==> src/rtl/muu_value_get_mc.sv <==
// GET value formatter: turns one lookup response into a header beat plus value beats,
// with a final-beat byte mask, sub-packet splitting and silent draining of dropped values.
module muu_value_get_mc #(
    parameter int META_WIDTH          = 96,
    parameter int MEMORY_WIDTH        = 512,
    parameter int USER_BITS           = 3,
    parameter int LEN_BITS            = 10,
    parameter int MAX_BEATS_IN_PACKET = 18
) (
    input  logic                               clk,
    input  logic                               rst_n,
    input  logic                               req_valid,
    output logic                               req_ready,
    input  logic [META_WIDTH-1:0]              req_meta,
    input  logic [LEN_BITS-1:0]                req_len,
    input  logic [7:0]                         req_op,
    input  logic                               req_drop,
    input  logic [USER_BITS-1:0]               req_user,
    input  logic                               value_valid,
    input  logic [MEMORY_WIDTH-1:0]            value_data,
    output logic                               value_ready,
    output logic                               out_valid,
    output logic [META_WIDTH+MEMORY_WIDTH-1:0] out_data,
    output logic [MEMORY_WIDTH/8-1:0]          out_keep,
    output logic [7:0]                         out_user,
    output logic                               out_last,
    input  logic                               out_ready,
    output logic [31:0]                        stat_req_count,
    output logic [31:0]                        stat_drop_beats
);

    localparam int W      = MEMORY_WIDTH / 64;
    localparam int KEEP_W = MEMORY_WIDTH / 8;
    localparam int CNT_W  = $clog2(MAX_BEATS_IN_PACKET + 1);
    localparam logic [LEN_BITS-1:0] W_L = LEN_BITS'(W);

    typedef enum logic [1:0] {S_IDLE, S_VALUE, S_DROP} state_t;

    state_t                            r_state;
    logic                              r_out_valid;
    logic [META_WIDTH+MEMORY_WIDTH-1:0] r_out_data;
    logic [KEEP_W-1:0]                 r_out_keep;
    logic [7:0]                        r_out_user;
    logic                              r_out_last;
    logic [META_WIDTH-1:0]             r_meta;
    logic [7:0]                        r_user;
    logic [LEN_BITS-1:0]               r_beats_left;
    logic [LEN_BITS-1:0]               r_rem;
    logic [CNT_W-1:0]                  r_since_last;
    logic [31:0]                       r_stat_req;
    logic [31:0]                       r_stat_drop;

    state_t                            w_state_nxt;
    logic                              w_slot_free;
    logic                              w_req_acc;
    logic                              w_val_acc;
    logic [LEN_BITS-1:0]               w_quot;
    logic [LEN_BITS-1:0]               w_rem;
    logic [LEN_BITS-1:0]               w_beats;
    logic [KEEP_W-1:0]                 w_fin_keep;
    logic                              w_load;
    logic [MEMORY_WIDTH-1:0]           w_pay;
    logic [KEEP_W-1:0]                 w_keep;
    logic [META_WIDTH-1:0]             w_meta;
    logic [7:0]                        w_user;
    logic                              w_last_nat;
    logic                              w_split;
    logic                              w_last;

    assign w_slot_free = !r_out_valid || out_ready;
    // Gated by rst_n so every output reads 0 while reset is held.
    assign req_ready   = rst_n && (r_state == S_IDLE) && w_slot_free;
    assign w_req_acc   = req_valid && req_ready;

    always_comb begin
        value_ready = 1'b0;
        case (r_state)
            S_VALUE: value_ready = w_slot_free;
            S_DROP:  value_ready = 1'b1;
            default: value_ready = 1'b0;
        endcase
    end
    assign w_val_acc = value_valid && value_ready;

    assign w_quot  = req_len / W_L;
    assign w_rem   = req_len % W_L;
    assign w_beats = w_quot + LEN_BITS'(w_rem != '0);

    always_comb begin
        w_fin_keep = '0;
        for (int i = 0; i < KEEP_W; i++)
            w_fin_keep[i] = (r_rem == '0) || (i < (int'(r_rem) << 3));
    end

    // The beat being loaded closes the sub-packet if it brings the count to the limit.
    assign w_split = (r_since_last == CNT_W'(MAX_BEATS_IN_PACKET - 1));
    assign w_last  = w_last_nat || w_split;

    always_comb begin
        w_state_nxt = r_state;
        w_load      = 1'b0;
        w_pay       = '0;
        w_keep      = '0;
        w_meta      = r_meta;
        w_user      = r_user;
        w_last_nat  = 1'b0;
        case (r_state)
            S_IDLE: begin
                if (w_req_acc) begin
                    w_load                = 1'b1;
                    w_meta                = req_meta;
                    w_user                = 8'(req_user);
                    w_pay[15:0]           = 16'hFFFF;
                    w_pay[23:16]          = req_op;
                    w_pay[32 +: LEN_BITS] = req_drop ? '0 : w_beats;
                    w_keep[7:0]           = 8'hFF;
                    if (w_beats == '0) begin
                        w_last_nat = 1'b1;
                    end else if (req_drop) begin
                        w_last_nat  = 1'b1;
                        w_state_nxt = S_DROP;
                    end else begin
                        w_state_nxt = S_VALUE;
                    end
                end
            end
            S_VALUE: begin
                if (w_val_acc) begin
                    w_load = 1'b1;
                    w_pay  = value_data;
                    w_keep = '1;
                    if (r_beats_left == LEN_BITS'(1)) begin
                        w_keep      = w_fin_keep;
                        w_last_nat  = 1'b1;
                        w_state_nxt = S_IDLE;
                    end
                end
            end
            S_DROP: begin
                if (w_val_acc && r_beats_left == LEN_BITS'(1))
                    w_state_nxt = S_IDLE;
            end
            default: w_state_nxt = S_IDLE;
        endcase
    end

    always_ff @(posedge clk or negedge rst_n) begin
        if (!rst_n) r_state <= S_IDLE;
        else        r_state <= w_state_nxt;
    end

    always_ff @(posedge clk or negedge rst_n) begin
        if (!rst_n) begin
            r_out_valid  <= 1'b0;
            r_out_data   <= '0;
            r_out_keep   <= '0;
            r_out_user   <= '0;
            r_out_last   <= 1'b0;
            r_meta       <= '0;
            r_user       <= '0;
            r_beats_left <= '0;
            r_rem        <= '0;
            r_since_last <= '0;
            r_stat_req   <= '0;
            r_stat_drop  <= '0;
        end else begin
            if (w_load) begin
                r_out_valid  <= 1'b1;
                r_out_data   <= {w_meta, w_pay};
                r_out_keep   <= w_keep;
                r_out_user   <= w_user;
                r_out_last   <= w_last;
                r_since_last <= w_last ? '0 : r_since_last + CNT_W'(1);
            end else if (out_ready) begin
                r_out_valid <= 1'b0;
            end
            if (w_req_acc) begin
                r_meta       <= req_meta;
                r_user       <= 8'(req_user);
                r_beats_left <= w_beats;
                r_rem        <= w_rem;
                r_stat_req   <= r_stat_req + 32'd1;
            end
            if (w_val_acc) begin
                r_beats_left <= r_beats_left - LEN_BITS'(1);
                if (r_state == S_DROP) r_stat_drop <= r_stat_drop + 32'd1;
            end
        end
    end

    assign out_valid       = r_out_valid;
    assign out_data        = r_out_data;
    assign out_keep        = r_out_keep;
    assign out_user        = r_out_user;
    assign out_last        = r_out_last;
    assign stat_req_count  = r_stat_req;
    assign stat_drop_beats = r_stat_drop;

endmodule

==> config.mk <==
export PLATFORM = sky130hd
export DESIGN_NAME = muu_value_get_mc
export DESIGN_NICKNAME = d
export VERILOG_FILES = /design/src/rtl/muu_value_get_mc.sv
export SDC_FILE = /design/constraint.sdc
export NUM_CORES = 1
export LEC_CHECK = 0
export ABC_CLOCK_PERIOD_IN_PS = 3800
export BUFFER_PORTS_ARGS = -buffer_cell sky130_fd_sc_hd__buf_4
export CORE_AREA = 4 4 539 541
export CTS_CLUSTER_SIZE = 40
export DETAILED_ROUTE_END_ITERATION = 7
export DIE_AREA = 0 0 543 545
export GPL_TIMING_DRIVEN = 1
export HOLD_SLACK_MARGIN = 0.06
export PLACE_DENSITY = 0.3
export SKIP_CTS_REPAIR_TIMING = 1
export SYNTH_ARGS = -nofsm -noshare
export SYNTH_HDL_FRONTEND = slang
export SYNTH_SLANG_ARGS = --single-unit
==> constraint.sdc <==
create_clock -name clk -period 3.8 [get_ports clk]
set_input_delay 0.38 -clock clk [delete_from_list [all_inputs] [get_ports clk]]
set_output_delay 0.38 -clock clk [all_outputs]
set_load 0.01 [all_outputs]
### Word-level counts from Yosys, hierarchy flattened

Index checks and enable logic that the tools add are counted.

| word-level totals | value |
|---|---|
| register bits | 870 |
| bits of input ports | 635 |
| output and inout port bits | 748 |
| logic and storage cells | 210 |

| cells by class | value |
|---|---|
| add/sub/neg operators | 5 |
| $lt $le $gt $ge | 64 |
| eq/ne operators | 9 |
| multiplexer cells | 39 |
| reduce and logical (&&, ||, !) cells | 80 |

Operators by type and width:

| cell | count |
|---|---|
| $mux 512 | 1 |
| $mux 470 | 1 |
| $lt 6x6->1 const A | 32 |
| $mux 96 | 2 |
| $mux 64 | 2 |
| $lt 5x6->1 const A | 16 |
| $logic_or 1x1->1 | 66 |
| $add 32x1->32 const B | 2 |
| $mux 56 | 1 |
| $lt 4x6->1 const A | 8 |
| $pmux 24 s2 | 1 |
| $mux 8 | 5 |
| $mux 10 | 3 |
| $lt 3x6->1 const A | 4 |
| $mux 24 | 1 |
| $logic_not 10->1 | 2 |
| $pmux 10 s2 | 1 |
| $pmux 8 s2 | 1 |
| $lt 1x6->1 const A | 2 |
| $lt 2x6->1 const A | 2 |
| $mux 2 | 6 |
| $eq 10x1->1 const B | 1 |
| $ne 2x2->1 const B | 5 |
| $reduce_bool 10->1 | 1 |
| 16 further kinds | 31 |

### Depth between registers and ports, before layout

| logic depth | value |
|---|---|
| depth in word-level cells | 8 |
| gate-level depth with buffers | 9 |
| mapped depth without buffers | 9 |

### Least setup slack after synthesis

Ideal clock, no wire load.

| timing path | value |
|---|---|
| path kind | input -> register |
| start point | in req_len[1] |
| end point | reg r_since_last[4] |
| library setup time | 0.126 ns |
| arrival time | 2.526 ns |
| required time | 3.674 ns |
| setup slack | 1.148 ns |
| stages on the path | 9 |
| buffers on the path | 0 |
| cells stage by stage | or3_1 > ha_1 > ha_1 > xor2_1 > a2111oi_4 > o2111ai_2 > o221ai_4 > nor2_2 > a221o_1 |

| between the ends | value |
|---|---|
| word-level cells in the longest chain between the ends | 8 |

Ends and longest elaborated chain:

| what | line | RTL |
|---|---|---|
| start, declared | 15 | `input logic [LEN_BITS-1:0] req_len,` |
| $reduce_bool 10->1 | 87 | `assign w_beats = w_quot + LEN_BITS'(w_rem != '0);` |
| $add 7x1->8 | 87 |  |
| $logic_not 10->1 | 117 | `if (w_beats == '0) begin` |
| $mux 1 | 117 |  |
| $mux 1 | 109 | `if (w_req_acc) begin` |
| $pmux 1 s2 | 107 | `case (r_state)` |
| $logic_or 1x1->1 | 97 | `assign w_last = w_last_nat \|\| w_split;` |
| $mux 5 | 173 | `r_since_last <= w_last ? '0 : r_since_last + CNT_W'(1);` |
| end signal, assigned | 173 |  |
| end, declared | 49 | `logic [CNT_W-1:0] r_since_last;` |

No other way between the ends.
A chain may end at the register's enable or synchronous reset.

### Worst setup path in the final report

| timing path | value |
|---|---|
| start point | reg r_state[1] |
| end point | reg r_out_data[18], in the netlist out_data[18] |

| between the ends | value |
|---|---|
| word-level cells in the longest chain between the ends | 6 |
| elaborated cells between the ends (all ways) | 14 |
| classes of those cells | eq/ne (2); mux (7); reduce/logical (5) |

Ends and longest elaborated chain:

| what | line | RTL |
|---|---|---|
| start, declared | 39 | `state_t r_state;` |
| start signal, assigned | 149 | `else r_state <= w_state_nxt;` |
| branches (longest 6 deep; another with $mux 512) | -- |  |
| end signal, assigned | 169 | `r_out_data <= {w_meta, w_pay};` |
| end, declared | 41 | `logic [META_WIDTH+MEMORY_WIDTH-1:0] r_out_data;` |

Parallel ways; which one is timed is not known.

==> impl_metrics.json <==
{
  "run_status": "finished clean",
  "synth_flop_cell": "dfrtp_1",
  "hold_viol": 0,
  "yosysTopAreaCell": "dfrtp_1",
  "core_mm2": 0.285,
  "hold_path.class": "primary input to register",
  "num-nets-final": 5082,
  "worst-path-max-fanout": 27,
  "relSlewSlack_pct": 35.0,
  "firstDrtPassIters": 6,
  "drtIter0Drc": 1486,
  "worstSetupPathType": "register to register",
  "seq_area_mm2": 0.0204,
  "die-area_mm2": 0.296,
  "row_count": 196,
  "async_flop_share_pct": 100,
  "peakVddDrop_v": 0.000334,
  "synthCells": 2473,
  "finalCriticalPeriod_ps": 2940,
  "cts.sinks": 814,
  "area_delta_synth_final_pct": 81.3,
  "syn_avg_cell_area_um2": 12.4,
  "tightestPinTransition_ps": 975,
  "slowest_stage": "dlygate4sd3_1",
  "worstHoldStart": "req_len[9]",
  "final_cell_mix": "buf_4 (1428), dfrtp_1 (814), dlygate4sd3_1 (626)",
  "cp-startpoint": "r_state[1]",
  "syn_nets": 3119,
  "r2r_start": "r_state[1]",
  "clkSlewWorstSetupHoldPaths_ps": 60,
  "clock_skew_ps": 34.4,
  "die_w_um": 543,
  "crit_chain": "inv_1, ha_1, o2111a_4, buf_12, buf_4, a22oi_1, dlygate4sd3_1, nand2_1",
  "multi_input_area_mm2": 0.00905,
  "critPathTopFamily": "buffers and inverters",
  "power_leakage_uw": 0.0266,
  "fmax_mhz": 340,
  "vias": 28300,
  "critPathLaunchType": "register",
  "wl_um": 190000,
  "power_density_mw_per_mm2": 712,
  "synth-seq-cells": 814,
  "routedWlPerCell_um": 22.9,
  "start_util_pct": 10.7,
  "worstPathArrival_ps": 3660,
  "hpwl_um": 149000,
  "stdcell_count": 8313,
  "cts_max_level": 3,
  "finalCritPeriodShare_pct": 77.3,
  "grt_max_degree": 140,
  "clock_latency_ps": 810,
  "grt_pass1_vias": 27200,
  "clock_path_buffers": 4,
  "grt_pass1_wl_um": 249000,
  "ys_top_cells_by_area": "dfrtp_1 (67%), a22o_1 (14%), nand2_1 (5.0%), a31oi_1 (2.0%), nor2_1 (1.7%)",
  "slowest_delay_ps": 590,
  "required_ps": 4520,
  "synth-seq-area-share_pct": 66.6,
  "crit_buf_inv": 4,
  "cts_tree": "built",
  "netlist_area_mm2": 0.0306,
  "num_io_pins": 1383,
  "grt_overflow": 0,
  "dp_cells": 7456,
  "rsz0062_at_grt": "no",
  "drc": 0,
  "synth.distinct_cells": 52,
  "cap_violations": 0,
  "die_h_um": 545,
  "antenna_found_initial": 62,
  "synth_edf_count": 0,
  "synth_top_area_share_pct": 66.6,
  "setup_viol": 0,
  "mostFrequentLayoutCell": "buf_4",
  "fin_tns_setup_ps": 0,
  "cts_buffers": 113,
  "via_per_inst": 3.40,
  "finalWeightedCongestion": 0.820,
  "layout-drive-gt1-share_pct": 36.5,
  "final_max_slew_viol_count": 0,
  "cp-end-kind": "register",
  "cts.root.buffer_cell": "clkbuf_16",
  "track_usage_pct": 12.1,
  "yosysWarnings": 0,
  "fillCellCount": 31400,
  "portBuffers": 1382,
  "detail-route-antenna-nets": 0
}
[metal layers]
layer  wire length [um]  global-route usage [%]
met1              83800                    14.8
met2              84800                    18.9
met3              17300                    6.15
met4               4260                    2.61
met5                145                       0
[Yosys cell counts, types with 3 or more instances]
cell type,count
nor2_1,135
dfrtp_1,814
buf_1,14
a22o_1,484
buf_4,56
clkbuf_1,105
o21ai_0,13
and3_1,19
nand2_1,411
xnor2_1,43
ha_1,11
a21oi_1,16
and2_1,9
a31oi_1,100
o21a_1,3
a221o_1,6
and4_1,10
nand4_1,14
xor2_1,27
a22oi_1,8
nor2b_1,4
inv_1,16
buf_2,56
nand3_1,49
a32oi_1,3
a222oi_1,4
nor3_1,11
[sequential cells by signal (all words and copies together) (netlist names)]
register,count
r_user,8
stat_drop_beats,32
out_valid,1
r_rem,3
out_user,8
r_state,2
r_meta,96
r_beats_left,10
r_since_last,5
out_keep,8
stat_req_count,32
out_last,1
out_data,608
[per-stage QoR]
step	worst slack (ps)	power (uW)	utilization, %	hold WS [ps]	cell area (um2)
after global placement	663	28700	15.9	245	45400
final	862	39500	19.5	110	55400
after CTS	910	39900	17.2	-666	49100
after global routing	650	42000	19.4	60.7	55400
after floorplan	1150	19500	-	84.4	30600
after detailed placement	669	28600	15.9	248	45400
[worst paths after layout]
check                                   to  slack [ps]  depth (start not counted)
max                           out_data[18]         860                          8
min                        r_beats_left[6]         110                          4
max reg2reg                   out_data[18]         860                          8
min reg2reg                     r_meta[30]         460                          2
max in group asynchronous    out_data[417]        1940                          4
min in group asynchronous     out_data[11]         190                          3
[worst reg2reg max path, delay by kind of cell (launching register included)]
kind | cells | cell delay [ps]
simple gates | 1 | 60
buf+inv | 4 | 1410
compound gates | 2 | 660
flops | 1 | 370
fa+ha+maj | 1 | 390
[layout make-up]
| type | instances | area share [%] |
|---|---|---|
| Sequential cell | 814 | 36.7 |
| Timing Repair Buffer | 2079 | 31.5 |
| Multi-Input combinational cell | 1412 | 16.3 |
| Tap cell | 3762 | 8.49 |
| Clock buffer | 164 | 5.99 |
| Clock inverter | 35 | 0.697 |
| Antenna cell | 31 | 0.140 |
| Inverter | 16 | 0.108 |
[where the power goes]
part	leakage, uW	total (uW)	internal (uW)	switching, uW
clock	0.00183	10800	6430	4330
sequential	0.0107	14000	11900	2120
combinational	0.0141	14800	6860	7920
[cell families after synthesis]
group | after synthesis | synth area share (%)
AO/OA/AOI/OAI | 653 | 17.7
multiplexers | 3 | 0.106
adder cells (fa/ha/maj) | 11 | 0.450
XOR/XNOR | 70 | 2.00
flip-flops | 814 | 66.6
buffers and inverters | 247 | 3.95
AND/OR/NAND/NOR | 675 | 9.22
(Power assumes the default switching activity.)
